===== src/rtl/prio_encoder_q.sv =====
// Registered priority encoder with pending set and valid/ready output.
// Issues one binary request index per accepted transfer.
module prio_encoder_q #(
   parameter int N_REQ   = 8,
   parameter int RR_MODE = 0,
   parameter int STICKY  = 1,
   localparam int IDX_W  = (N_REQ <= 2) ? 1 : $clog2(N_REQ)
) (
   input  logic             clk_in,
   input  logic             rst_n_in,
   input  logic [N_REQ-1:0] req_in,
   input  logic             clr_in,
   input  logic             ready_in,
   output logic             valid_out,
   output logic [IDX_W-1:0] idx_out,
   output logic [N_REQ-1:0] pending_out
);

   logic [N_REQ-1:0] pending;
   logic [N_REQ-1:0] cand;
   logic [N_REQ-1:0] sel_oh;
   logic [IDX_W-1:0] rr_ptr;
   logic [IDX_W-1:0] sel;
   logic             any_req;
   logic             found;
   logic             load;
   int               pos;

   // candidate set: recorded requests merged with this cycle's events
   always_comb begin
      cand = req_in;
      if (STICKY != 0) cand = pending | req_in;
      any_req = |cand;
      load    = !valid_out || ready_in;
   end

   // pick the winner: lowest index, or first index after rr_ptr
   always_comb begin
      sel   = '0;
      found = 1'b0;
      pos   = 0;
      if (RR_MODE == 0) begin
         for (int i = 0; i < N_REQ; i++) begin
            if (!found && cand[i]) begin
               sel   = IDX_W'(i);
               found = 1'b1;
            end
         end
      end else begin
         for (int k = 1; k <= N_REQ; k++) begin
            pos = (int'(rr_ptr) + k) % N_REQ;
            if (!found && cand[pos]) begin
               sel   = IDX_W'(pos);
               found = 1'b1;
            end
         end
      end
      sel_oh = {{(N_REQ-1){1'b0}}, 1'b1} << sel;
   end

   // output stage, pending set and round-robin pointer
   always_ff @(posedge clk_in) begin
      if (!rst_n_in) begin
         valid_out <= 1'b0;
         idx_out   <= '0;
         pending   <= '0;
         rr_ptr    <= IDX_W'(N_REQ - 1);
      end else if (clr_in) begin
         valid_out <= 1'b0;
         pending   <= '0;
      end else if (load) begin
         valid_out <= any_req;
         if (any_req) begin
            idx_out <= sel;
            rr_ptr  <= sel;
         end
         if (STICKY != 0) pending <= cand & ~sel_oh;
         else             pending <= '0;
      end else begin
         if (STICKY != 0) pending <= cand;
         else             pending <= '0;
      end
   end

   assign pending_out = pending;

endmodule


===== config.mk =====
export PLATFORM = sky130hd
export DESIGN_NAME = prio_encoder_q
export DESIGN_NICKNAME = d
export VERILOG_FILES = /design/src/rtl/prio_encoder_q.sv
export SDC_FILE = /design/constraint.sdc
export NUM_CORES = 1
export LEC_CHECK = 0
export ABC_AREA = 1
export CAP_MARGIN = 20
export CORE_UTILIZATION = 43
export CTS_CLUSTER_SIZE = 25
export DETAILED_ROUTE_END_ITERATION = 8
export GPL_TIMING_DRIVEN = 0
export PLACE_DENSITY = 0.79
export SLEW_MARGIN = 20
export SYNTH_ARGS = -nofsm -noshare
export SYNTH_HDL_FRONTEND = slang
export SYNTH_SLANG_ARGS = --single-unit
export TNS_END_PERCENT = 100

===== constraint.sdc =====
create_clock -name clk_in -period 1.8 [get_ports clk_in]
set_input_delay 0.27 -clock clk_in [delete_from_list [all_inputs] [get_ports clk_in]]
set_output_delay 0.27 -clock clk_in [all_outputs]
set_load 0.005 [all_outputs]

### Yosys cells after proc, flatten, opt, wreduce, memory -nomap -nowiden

Cells that the tools add are included.

* register bits: 12
* latch bits: 0
* bits in writable memories: 0
* memory bits (read-only): 0
* input bits: 12
* output and inout bits: 12
* logic and storage cells: 43
* memories: 0

* add/subtract/negate cells: 0
* multiply operators: 0
* divide/modulo/power cells: 0
* order comparisons: 0
* eq/ne operators: 0
* shifts and indexed selects: 1
* muxes and demuxes: 15
* bitwise gates (word level): 5
* reductions and logical operators: 19

Operator list (number)
* 3-bit two-way mux: 5
* 8-bit AND: 1
* 1-bit logical NOT: 8
* 1-bit two-way mux: 8
* 8-bit two-way mux: 1
* 8-bit NOT: 1
* 8-bit bitwise OR: 1
* 8-bit OR reduction: 1
* 1-bit by 3-bit left shift with 8-bit output (first input constant): 1
* 1-bit logical AND: 7
* 3-bit AND reduction: 1
* 2-bit two-way mux: 1
* 1-bit NOT: 2
* 2-bit OR reduction: 1
* 1-bit logical OR: 1

### Depth between registers and ports, before layout

* depth in word-level cells: 27
* mapped depth: 9
* mapped depth without buffers: 9

### Least setup slack after synthesis

OpenSTA, ideal clock, no wires.

* path kind: register to register
* start point: register pending[3], in the netlist pending_out[3]
* end point: register idx_out[2]
* setup time: 0.117 ns
* arrival time: 1.055 ns
* required time: 1.683 ns
* slack: 0.628 ns
* stages on the path, launching flop included: 7
* buffers on the path: 0
* clock period less this slack: 1.172 ns
* cell sequence: dfxtp_1 > nor2_1 > nand2_1 > nor2_4 > a21boi_0 > o21ai_0 > nor2_1

* longest elaborated chain between the ends: 15
* elaborated cells between the ends (all ways): 20
* classes of those cells: mux (8); bitwise (1); reduce/logical (11)

RTL lines
* start, declared: line 19 `logic [N_REQ-1:0] pending;`
* start signal, assigned: line 77 `if (STICKY != 0) pending <= cand & ~sel_oh;`
* start signal, assigned: line 80 `if (STICKY != 0) pending <= cand;`
* 8-bit bitwise OR (*): line 32 `if (STICKY != 0) cand = pending | req_in;`
* 1-bit logical AND: line 44 `if (!found && cand[i]) begin`
* 1-bit two-way mux: line 44
* 1-bit logical NOT: line 44
* 1-bit logical AND: line 44
* 1-bit two-way mux: line 44
* 1-bit logical NOT: line 44
* 1-bit logical AND: line 44
* 1-bit two-way mux: line 44
* 1-bit logical NOT: line 44
* 1-bit logical AND: line 44
* 1-bit two-way mux: line 44
* 1-bit logical NOT: line 44
* 1-bit logical AND: line 44
* 3-bit two-way mux: line 44
* end signal, assigned: line 74 `idx_out <= sel;`
* end, declared: line 15 `output logic [IDX_W-1:0] idx_out,`

Every way passes the cells marked *; elsewhere a longest branch is shown, timed or not.
A chain may end at the register's enable or synchronous reset.

### Final worst setup path

* start point: input req_in[4]
* end point: register idx_out[2]

* longest elaborated chain between the ends: 12
* elaborated cells between the ends (all ways): 17
* classes of those cells: mux (7); bitwise (1); reduce/logical (9)

RTL lines
* start, declared: line 11 `input logic [N_REQ-1:0] req_in,`
* 8-bit bitwise OR (*): line 32
* 1-bit logical AND: line 44
* 1-bit two-way mux: line 44
* 1-bit logical NOT: line 44
* 1-bit logical AND: line 44
* 1-bit two-way mux: line 44
* 1-bit logical NOT: line 44
* 1-bit logical AND: line 44
* 1-bit two-way mux: line 44
* 1-bit logical NOT: line 44
* 1-bit logical AND: line 44
* 3-bit two-way mux: line 44

Marked as above.

==> results.md <==
- Number of global-route vias before repair: 476
- Detailed placement HPWL: 976 um
- Multi-input gate area: 280 um2
- CTS buffer count: 3
- Final-report setup violation count: 0
- Remaining DRCs: 0
- Required @ worst endpoint: 1960 ps
- Hold crit path type: reg -> reg
- Port bufs: 23
- R2r startpoint: pending_out[4]
- First-pass GRT wire length: 1.93 mm
- Register Area: 240 um2
- Slew HR: 76.9%
- Ant. Diodes: 0
- Postcts setup bufs: 0
- CP Max Fanout: 7
- Max H-tree Level: 1
- Later-pin clock latency in the skew report: 270 ps
- GRT Residual Overflow: 0
- Worst EP arrival: 1680 ps
- Area leader, netlist: dfxtp_1
- Initial DRC count: 10
- Synth top area share: 40.9%
- Yosys warnings: 0
- Clock tree buffer depth: 2
- Crit path buf inv count: 1
- Layout cells sized above 1: 12.0%
- Post-CTS Resized: 0
- Total power: 0.000565 W
- Via density: 4.73
- Die area: 1520 um2
- Largest stage delay on the critical path: 410 ps
- R2R Path End: idx_out[2]
- Min-delay src: idx_out[1]
- Largest net degree at the start of global routing: 9
- Fin util: 72.4%
- Yosys reg bits: 12
- Synth Instances: 82
- Cell Count Post-Placement: 119
- Fin. max-slew vios: 0
- Worst VDD drop: 420 uV
- Min cycle time layout: 1520 ps
- R2r setup slk: 400 ps
- Max-cap violations: 0
- CTS tree: yes
- Post-synth cell types: 17
- Critical path's top delay family: simple AND/OR/NAND/NOR gates
- Fin. Hold Viols: 0
- Routability cong.: 0.790
- Post-Layout Cell Count: 122
- Clock sinks: 12
- Syn-to-layout area delta: 46.0%
- Overall die height: 39.0 um
- # hold bufs at CTS: 0
- Pwr dens: 658 nW/um2
- Setup TNS: 0 ps
- Sequential share of the synthesized area: 40.9%
- Top cells by area, synth: dfxtp_1 41%, inv_1 11%, nor2_1 7.0%
- Worst Setup Path Type: in -> reg
- DRT Pass-1 Iters: 4
- WL final: 1.24 mm
- RSZ-0062 raised after global routing: no
- Detail-routed net length per standard cell: 10.2 um
- Nets: 122
- CP Cell Sequence: clkdlybuf4s50_1, nor2_2, nand2_1, nor3_2, a21boi_0, o21ai_0, nor2_1
- Vias: 577
- Hold Path Stages: 4
- Die span in x: 39.0 um
- FP Rows: 12
- Clock Skew: 2.81 ps
- R2R depth: 6
- Syn Area/Cell: 7.17 um2
- Crit end category: flop
- Lkg Pwr: 0.365 nW
- Slowest cell on crit path: clkdlybuf4s50_1
- Initial antenna violation count: 0
- Core area: 1190 um2
- Worst-path clk slew: 70 ps
- Status: finished, final reports clean
- Root Driver: clkbuf_4
- Initial Util: 49.6%
- Gr usage total: 19.4%
- WHS Endpoint: idx_out[1]
- Worst Max-Slew Pin Slew: 344 ps
- Antenna Violating Nets Remaining: 0
- Synth Net Count: 94
- Mapped cell area: 588 um2
- Highest Clock Rate: 657 MHz
- CP Launch Type: input pin
- Fill cells: 95
- Fin crit share: 84.5%
- Ports: 24
==> flip-flops by register name, summed over array words and instances, names as in the netlist <==
name and flops:
idx_out 3, pending_out 8, valid_out 1
==> layout by cell type, fill, tap and decap left out, types with 3 or more instances in the layout <==
| master | count |
|---|---|
| nor2_2 | 6 |
| a211oi_1 | 4 |
| dfxtp_1 | 12 |
| inv_1 | 18 |
| o21ai_0 | 5 |
| nor2_1 | 11 |
| nand2_1 | 10 |
| clkbuf_4 | 3 |
| nand3_1 | 3 |
| clkdlybuf4s50_1 | 23 |
==> cell usage after synthesis, drive strengths merged <==
library cell	instances
nor2	18
a21oi	2
a311oi	1
o21ai	5
dfxtp	12
nand4	2
inv	18
a211oi	4
a21boi	2
nor3	2
nand2	12
a41oi	1
nand3	3
==> power by group <==
| group | switching (W) | internal [W] | total [W] |
|---|---|---|---|
| sequential | 0.00000685 | 0.000279 | 0.000286 |
| combinational | 0.0000557 | 0.0000626 | 0.000118 |
| clock | 0.0000834 | 0.0000773 | 0.000161 |
==> cell families (layout without fill, tap and decap cells) <==
kind of cell	Yosys count	count (layout)	synth area share, %
simple gates	37	37	31.1
compound gates	15	15	16.6
buf+inv	18	44	11.5
flops	12	12	40.9
==> layout make-up <==
| class | count | share of cell area, % |
|---|---|---|
| multi-input combinational | 52 | 32.7 |
| tap | 14 | 2.04 |
| clock buffer | 3 | 2.62 |
| sequential | 12 | 28.0 |
| timing repair buffer | 23 | 26.8 |
| inverter | 18 | 7.87 |
==> routing by layer <==
layer / GRT usage, % / wire, um / up-vias
li1: - / - / 313
met1: 25.0 / 604 / 239
met2: 30.4 / 544 / 21
met3: 3.47 / 69 / 4
met4: 10.3 / 23 / 0
met5: 0 / 0 / -
==> metrics by stage <==
stage          area [um2]  hold slack, ps  setup WS (ps)
2_1_floorplan         588             393            628
3_3_place_gp          836             506           52.6
3_5_place_dp          836             520           52.6
4_1_cts               858             528            316
5_1_grt               858             554            176
6_report              858             530            278
==> worst max-delay path by stage <==
| stage | start | to | depth (start not counted) |
|---|---|---|---|
| 2_1_floorplan | pending_out[3] | idx_out[2] | 6 |
| 3_3_place_gp | req_in[4] | idx_out[2] | 7 |
| 3_5_place_dp | req_in[4] | idx_out[2] | 7 |
| 4_1_cts | req_in[4] | idx_out[2] | 7 |
| 5_1_grt | req_in[4] | idx_out[2] | 7 |
| 6_report | req_in[4] | idx_out[2] | 7 |
==> worst reg2reg max path: cells and delay by family (launching register included) <==
family	cells	cell delay, ps
AO/OA/AOI/OAI	2	360
AND/OR/NAND/NOR	4	620
flip-flops	1	320
Power figures use the tool's default switching activity.
